--- src/rtl/key_led_ctrl.sv ---
// Debounced active-low keys driving LEDs in direct, toggle, blink or all-off mode.
// Define KEY_LONG_PRESS_EN to add per-channel long-press detection (key_long, tog clear).
module key_led_ctrl #(
   parameter int KEY_NUM      = 4,
   parameter int DEBOUNCE_CNT = 1_000_000,
   parameter int BLINK_CNT    = 25_000_000,
   parameter int LONG_CNT     = 50_000_000
) (
   input  logic               sys_clk,
   input  logic               sys_rst_n,
   input  logic [KEY_NUM-1:0] key,
   input  logic [1:0]         mode,
   output logic [KEY_NUM-1:0] led,
   output logic [KEY_NUM-1:0] key_press,
   output logic [KEY_NUM-1:0] key_long
);

   localparam int DW = (DEBOUNCE_CNT > 1) ? $clog2(DEBOUNCE_CNT) : 1;
   localparam int BW = (BLINK_CNT > 1) ? $clog2(BLINK_CNT) : 1;
   localparam logic [DW-1:0] DEB_MAX   = DW'(DEBOUNCE_CNT - 1);
   localparam logic [BW-1:0] BLINK_MAX = BW'(BLINK_CNT - 1);

   typedef enum logic [1:0] {
      MODE_DIRECT = 2'd0,
      MODE_TOGGLE = 2'd1,
      MODE_BLINK  = 2'd2,
      MODE_OFF    = 2'd3
   } mode_e;

   generate
      if (KEY_NUM < 1 || KEY_NUM > 8 || DEBOUNCE_CNT < 1 || BLINK_CNT < 1 || LONG_CNT < 2) begin : g_bad_param
         $error("key_led_ctrl: parameter out of range");
      end
   endgenerate

   logic [KEY_NUM-1:0] sync1, sync2;
   logic [KEY_NUM-1:0] stable, stable_d;
   logic [DW-1:0]      deb_cnt [KEY_NUM];
   logic [KEY_NUM-1:0] fall;
   logic [KEY_NUM-1:0] long_hit;
   logic [KEY_NUM-1:0] tog;
   logic [BW-1:0]      blink_cnt;
   logic               blink;

   // Released keys read as 1, so synchroniser and stable flops reset high.
   always_ff @(posedge sys_clk or negedge sys_rst_n) begin
      if (!sys_rst_n) begin
         sync1    <= '1;
         sync2    <= '1;
         stable   <= '1;
         stable_d <= '1;
         // NOTE: the counter array is ordinary flops, so every element is reset explicitly.
         for (int i = 0; i < KEY_NUM; i++) deb_cnt[i] <= '0;
      end else begin
         // NOTE: non-blocking assignments keep sync1->sync2 a true two-stage pipeline.
         sync1    <= key;
         sync2    <= sync1;
         stable_d <= stable;
         for (int i = 0; i < KEY_NUM; i++) begin
            if (sync2[i] == stable[i]) begin
               deb_cnt[i] <= '0;
            end else if (deb_cnt[i] == DEB_MAX) begin
               stable[i]  <= sync2[i];
               deb_cnt[i] <= '0;
            end else begin
               deb_cnt[i] <= deb_cnt[i] + 1'b1;
            end
         end
      end
   end

   assign fall = stable_d & ~stable;

`ifdef KEY_LONG_PRESS_EN
   localparam int LW = $clog2(LONG_CNT);
   localparam logic [LW-1:0] LONG_MAX = LW'(LONG_CNT - 1);
   localparam logic [LW-1:0] LONG_PRE = LW'(LONG_CNT - 2);

   logic [LW-1:0] hold_cnt [KEY_NUM];

   always_comb begin
      // NOTE: default first so no path leaves long_hit unassigned (no latch).
      long_hit = '0;
      for (int i = 0; i < KEY_NUM; i++)
         long_hit[i] = ~stable[i] && (hold_cnt[i] == LONG_PRE);
   end

   // Hold counter saturates at LONG_CNT-1, so the long pulse fires once per hold.
   always_ff @(posedge sys_clk or negedge sys_rst_n) begin
      if (!sys_rst_n) begin
         key_long <= '0;
         for (int i = 0; i < KEY_NUM; i++) hold_cnt[i] <= '0;
      end else begin
         key_long <= long_hit;
         for (int i = 0; i < KEY_NUM; i++) begin
            if (stable[i])                   hold_cnt[i] <= '0;
            else if (hold_cnt[i] != LONG_MAX) hold_cnt[i] <= hold_cnt[i] + 1'b1;
         end
      end
   end
`else
   assign long_hit = '0;
   assign key_long = '0;
`endif

   always_ff @(posedge sys_clk or negedge sys_rst_n) begin
      if (!sys_rst_n) begin
         key_press <= '0;
         tog       <= '0;
         blink_cnt <= '0;
         blink     <= 1'b0;
         led       <= '0;
      end else begin
         key_press <= fall;
         tog       <= (tog ^ fall) & ~long_hit;
         if (blink_cnt == BLINK_MAX) begin
            blink_cnt <= '0;
            blink     <= ~blink;
         end else begin
            blink_cnt <= blink_cnt + 1'b1;
         end
         case (mode_e'(mode))
            MODE_DIRECT: led <= ~stable;
            MODE_TOGGLE: led <= tog;
            MODE_BLINK:  led <= tog & {KEY_NUM{blink}};
            default:     led <= '0;
         endcase
      end
   end

endmodule
--- config.mk ---
export PLATFORM = sky130hd
export DESIGN_NAME = key_led_ctrl
export DESIGN_NICKNAME = d
export VERILOG_FILES = /design/src/rtl/key_led_ctrl.sv
export SDC_FILE = /design/constraint.sdc
export NUM_CORES = 1
export LEC_CHECK = 0
export ABC_AREA = 1
export CAP_MARGIN = 20
export CORE_AREA = 4 4 125 127
export CTS_CLUSTER_DIAMETER = 50
export DETAILED_ROUTE_END_ITERATION = 8
export DIE_AREA = 0 0 129 131
export GPL_ROUTABILITY_DRIVEN = 0
export PLACE_DENSITY_LB_ADDON = 0.05
export SLEW_MARGIN = 30
export SYNTH_ARGS = -nofsm -noshare
export SYNTH_HDL_FRONTEND = slang
export SYNTH_SLANG_ARGS = --single-unit
--- constraint.sdc ---
create_clock -name sys_clk -period 1.29 [get_ports sys_clk]
set_input_delay 0.258 -clock sys_clk [delete_from_list [all_inputs] [get_ports sys_clk]]
set_output_delay 0.258 -clock sys_clk [all_outputs]
set_load 0.01 [all_outputs]
After elaboration in Yosys (flattened, before gate mapping):

Cells that the tools add are included.

* flip-flop bits (word level): 134
* bits of input ports: 8
* output and inout bits: 12
* logic and storage cells: 56

* $add $sub $neg: 5
* equal/unequal tests: 11
* muxes and demuxes: 10
* bitwise logic cells: 9
* reduce and logical (&&, ||, !) cells: 5

Operators with widths (count)
* $mux W20: 8
* $add A20 B1 Y20 const B: 4
* $eq A20 B20 Y1 const B: 4
* $add A25 B1 Y25 const B: 1
* $eq A25 B25 Y1 const B: 1
* $mux W25: 1
* $pmux W4 S3: 1
* $and A4 B4 Y4: 2
* $reduce_and A2 Y1: 4
* $not A1 Y1: 5
* $eq A1 B1 Y1: 4
* $not A4 Y4: 1
* $xor A4 B4 Y4: 1
* $eq A2 B1 Y1 const B: 1
* $eq A2 B2 Y1 const B: 1
* $logic_not A2 Y1: 1

Longest topological paths before layout:

* word-level depth: 3
* depth in mapped cells: 9
* mapped depth without buffers: 9

Worst setup path before layout:

Ideal clock, no wire load.

* kind: flip-flop to flip-flop
* start point: register deb_cnt[20] (netlist bit)
* end point: register deb_cnt[33] (netlist bit)
* library setup time: 0.126 ns
* arrival: 1.215 ns
* data required time: 1.164 ns
* path slack: -0.051 ns
* stages on the path, launching flop included: 9
* buffers on the path: 0
* period minus slack after synthesis: 1.341 ns
* cells stage by stage: dfrtp_1 > ha_1 > inv_1 > nor3_4 > nand3_2 > nand2_2 > inv_2 > nand2_1 > nor2_1

* cells in the longest elaborated chain, start to end: 3
* elaborated cells on any way between the ends: 4
* classes of those cells: add/sub (1); eq/ne (1); mux (2)

RTL lines
* start: declaration: line 38 `logic [DW-1:0] deb_cnt [KEY_NUM];`
* start signal: indexed assignment: line 66 `deb_cnt[i] <= deb_cnt[i] + 1'b1;`
* $add A20 B1 Y20 or $eq A20 B20 Y1 (tied branches): line 66, 62
* $mux W20 (*): line 62 `end else if (deb_cnt[i] == DEB_MAX) begin`
* $mux W20 (*): line 60 `if (sync2[i] == stable[i]) begin`

Mark *: on every way between the ends. The rest lies on a longest branch, timed or not.
A chain may end at the register's enable or synchronous reset.

Final worst setup path:

* start point: register deb_cnt[21] (netlist bit)
* end point: register deb_cnt[29] (netlist bit)

The elaborated chain is that of the path after synthesis.

==> impl_metrics.env <==
export IMPL_cp_start_kind="flip-flop"
export IMPL_status="finished, violations left"
export IMPL_grt_pass1_vias=6198
export IMPL_track_usage_pct=20.8
export IMPL_worstSetupEndpoint="deb_cnt[29]"
export IMPL_synth_top_area_share_pct=42.5
export IMPL_wirelength_um=17500
export IMPL_timing_fmax_ghz=0.654
export IMPL_maxCapViolations=0
export IMPL_dpl_cell_area_um2=8120
export IMPL_finalHoldViolCount=0
export IMPL_synthFlopType="dfrtp_1"
export IMPL_cts_root_buf="clkbuf_16"
export IMPL_grt_ovfl_total=0
export IMPL_multi_input_area_um2=4100
export IMPL_hold_path_class="input pin to flip-flop"
export IMPL_fin_nets=1064
export IMPL_ys_types=36
export IMPL_drive_above_1_share_pct=41.6
export IMPL_power_leakage_nw=4.67
export IMPL_numCtsBuffers=17
export IMPL_antenna_cells=0
export IMPL_io_buffer_count=15
export IMPL_required_ns=1.59
export IMPL_grt_first_pass_wirelength_um=28100
export IMPL_worstPathMaxFanout=5
export IMPL_final_cell_mix="134 x nor2_1, 127 x nand2_1, 111 x buf_4"
export IMPL_r2r_slack_ns=-0.24
export IMPL_synth_area_leaders="dfrtp_1 43%, nor2_1 11%, nand2_1 9.5%, dfstp_2 6.1%, inv_1 5.5%"
export IMPL_io_pins=20
export IMPL_hp_start="key[3]"
export IMPL_worstRegToRegCells=7
export IMPL_post_route_period_util_pct=119
export IMPL_worstReg2RegEnd="deb_cnt[29]"
export IMPL_clock_latency_ns=0.42
export IMPL_dieArea_um2=16900
export IMPL_synth_top_cell_by_area="dfrtp_1"
export IMPL_rsz0062_at_grt="yes"
export IMPL_drc=0
export IMPL_tritoncts="done"
export IMPL_synth_simple_area_share_pct=33.7
export IMPL_fillCellCount=1091
export IMPL_ant_nets=0
export IMPL_netlist_area_um2=6940
export IMPL_grt_antenna_before_repair=0
export IMPL_syn_inst=877
export IMPL_drtIter0Drc=347
export IMPL_cts_htree_levels=4
export IMPL_skew_ns=0.00850
export IMPL_synth_warning_count=0
export IMPL_crit_type="flip-flop to flip-flop"
export IMPL_final_common_cell="nor2_1"
export IMPL_die_w_um=129
export IMPL_grt_max_degree=35
export IMPL_synthAdderAreaFrac_pct=0.901
export IMPL_rr_startpoint="deb_cnt[21]"
export IMPL_ys_async_sr_fraction_pct=100
export IMPL_via_per_inst=4.98
export IMPL_avgSynthCellArea_um2=7.92
export IMPL_rows=44
export IMPL_clk_pin_slew_ns=0.06
export IMPL_failed_checks="setup timing"
export IMPL_finalNonFillerCells=1247
export IMPL_fin_util_pct=70.1
export IMPL_core_area_um2=14400
export IMPL_p_per_area_nw_per_um2=968
export IMPL_startpoint="deb_cnt[21]"
export IMPL_synthMuxAreaShare_pct=0
export IMPL_start_util_pct=48.1
export IMPL_vdd_drop_max_uv=1110
export IMPL_end_kind="flip-flop"
export IMPL_ys_seq_elements=134
export IMPL_synth_top_family_by_area="simple AND/OR/NAND/NOR gates"
export IMPL_synth_seq_area_share_pct=48.6
export IMPL_hpwl_um=11300
export IMPL_wl_per_cell_um=14.1
export IMPL_area_growth_pct=45.6
export IMPL_finalWorstSetupSlack_ns=-0.240
export IMPL_fin_crit_ns=1.53
export IMPL_firstDrtPassIters=5
export IMPL_clock_path_buffers=2
export IMPL_numClockSinks=134
export IMPL_design_area_um2=10100
export IMPL_die_y_um=131
export IMPL_cp_arrival_ns=1.83
export IMPL_synthXorXnorAreaFrac_pct=7.01
export IMPL_synth_enable_flop_cells=0
export IMPL_synth_compound_area_share_pct=2.96
export IMPL_dr_total_vias=6209
export IMPL_setup_viol_count_final=84
export IMPL_slew_violations=0
export IMPL_dpl_cell_count=1168
export IMPL_seq_area_um2=3390
[state kept, by name, indices dropped and copies added, names as in the netlist]
register,count
led,4
sync2,4
stable_d,4
tog,4
sync1,4
key_press,4
blink_cnt,25
stable,4
deb_cnt,80
blink,1
[per-layer routing]
layer | global-route usage, % | wire length [µm]
met1 | 25.2 | 7480
met2 | 36.4 | 9170
met3 | 4.96 | 513
met4 | 7.16 | 357
met5 | 0 | 0
[worst max-delay path: stages (launching register included)]
cell and delay (ns):
dfrtp_1 0.43, ha_4 0.18, inv_4 0.05, nor3_4 0.24, nand3_2 0.18, nand2_4 0.18, buf_6 0.13, nor2_2 0.03
[worst min path at each step]
stage | end | slack, ns | cells past startpoint
floorplan | blink | -0.04 | 0
global placement | deb_cnt[54] | 0.17 | 1
detailed placement | deb_cnt[54] | 0.17 | 1
CTS | sync1[3] | 0.23 | 1
global route | sync1[1] | 0.24 | 1
finish | sync1[3] | 0.24 | 1
[synthesized netlist by cell type, types with 10 or more instances]
| cell | instances |
|---|---|
| xnor2_1 | 10 |
| nor2_2 | 18 |
| dfstp_2 | 16 |
| inv_1 | 102 |
| inv_2 | 13 |
| nand3_1 | 72 |
| a21oi_1 | 16 |
| xor2_1 | 40 |
| dfrtp_1 | 118 |
| nor3_1 | 15 |
| nand2_1 | 175 |
| nor2_1 | 198 |
[report_power, final]
part           total, mW  switching (mW)  internal (mW)
Sequential          4.31          0.0388           4.27
Clock               5.04            1.73           3.31
Combinational      0.435           0.263          0.172
Total               9.78            2.03           7.75
[through the flow]
step	power (mW)	hold WS, ns	setup TNS (ns)	setup slack, ns
6_report	9.78	0.244	-11.31	-0.240
5_1_grt	10.1	0.239	-18.62	-0.326
4_1_cts	9.84	0.232	-8.01	-0.175
3_5_place_dp	4.72	0.169	-9.22	-0.189
3_3_place_gp	4.71	0.173	-6.62	-0.170
2_1_floorplan	4.50	-0.0376	-0.321	-0.0369
[kinds of logic (layout without fill, tap and decap cells)]
| kind of cell | after synthesis | count (layout) |
|---|---|---|
| flip-flops | 134 | 134 |
| AO/OA/AOI/OAI | 38 | 38 |
| XOR/XNOR | 53 | 53 |
| other | 1 | 4 |
| adder cells (fa/ha/maj) | 5 | 5 |
| AND/OR/NAND/NOR | 524 | 525 |
| buffers and inverters | 122 | 304 |
[area by class of cell]
type / instances / share of cell area [%]
repair buffers: 156 / 12.9
clock inverters: 9 / 1.49
flip-flops and latches: 134 / 33.5
inverters: 117 / 4.64
well taps: 184 / 2.28
clock buffers: 22 / 4.59
multi-input cells: 625 / 40.5
[repair_timing]
item                                    CTS  global route
hold buffers                              1             0
pin swaps                                64            74
resized for setup                       147           162
cloned                                    1             0
endpoints found under the setup margin   93           107
endpoints found under the hold margin    21             0
setup buffers                            22            31
Note: power is estimated with default switching activity, not from simulation.
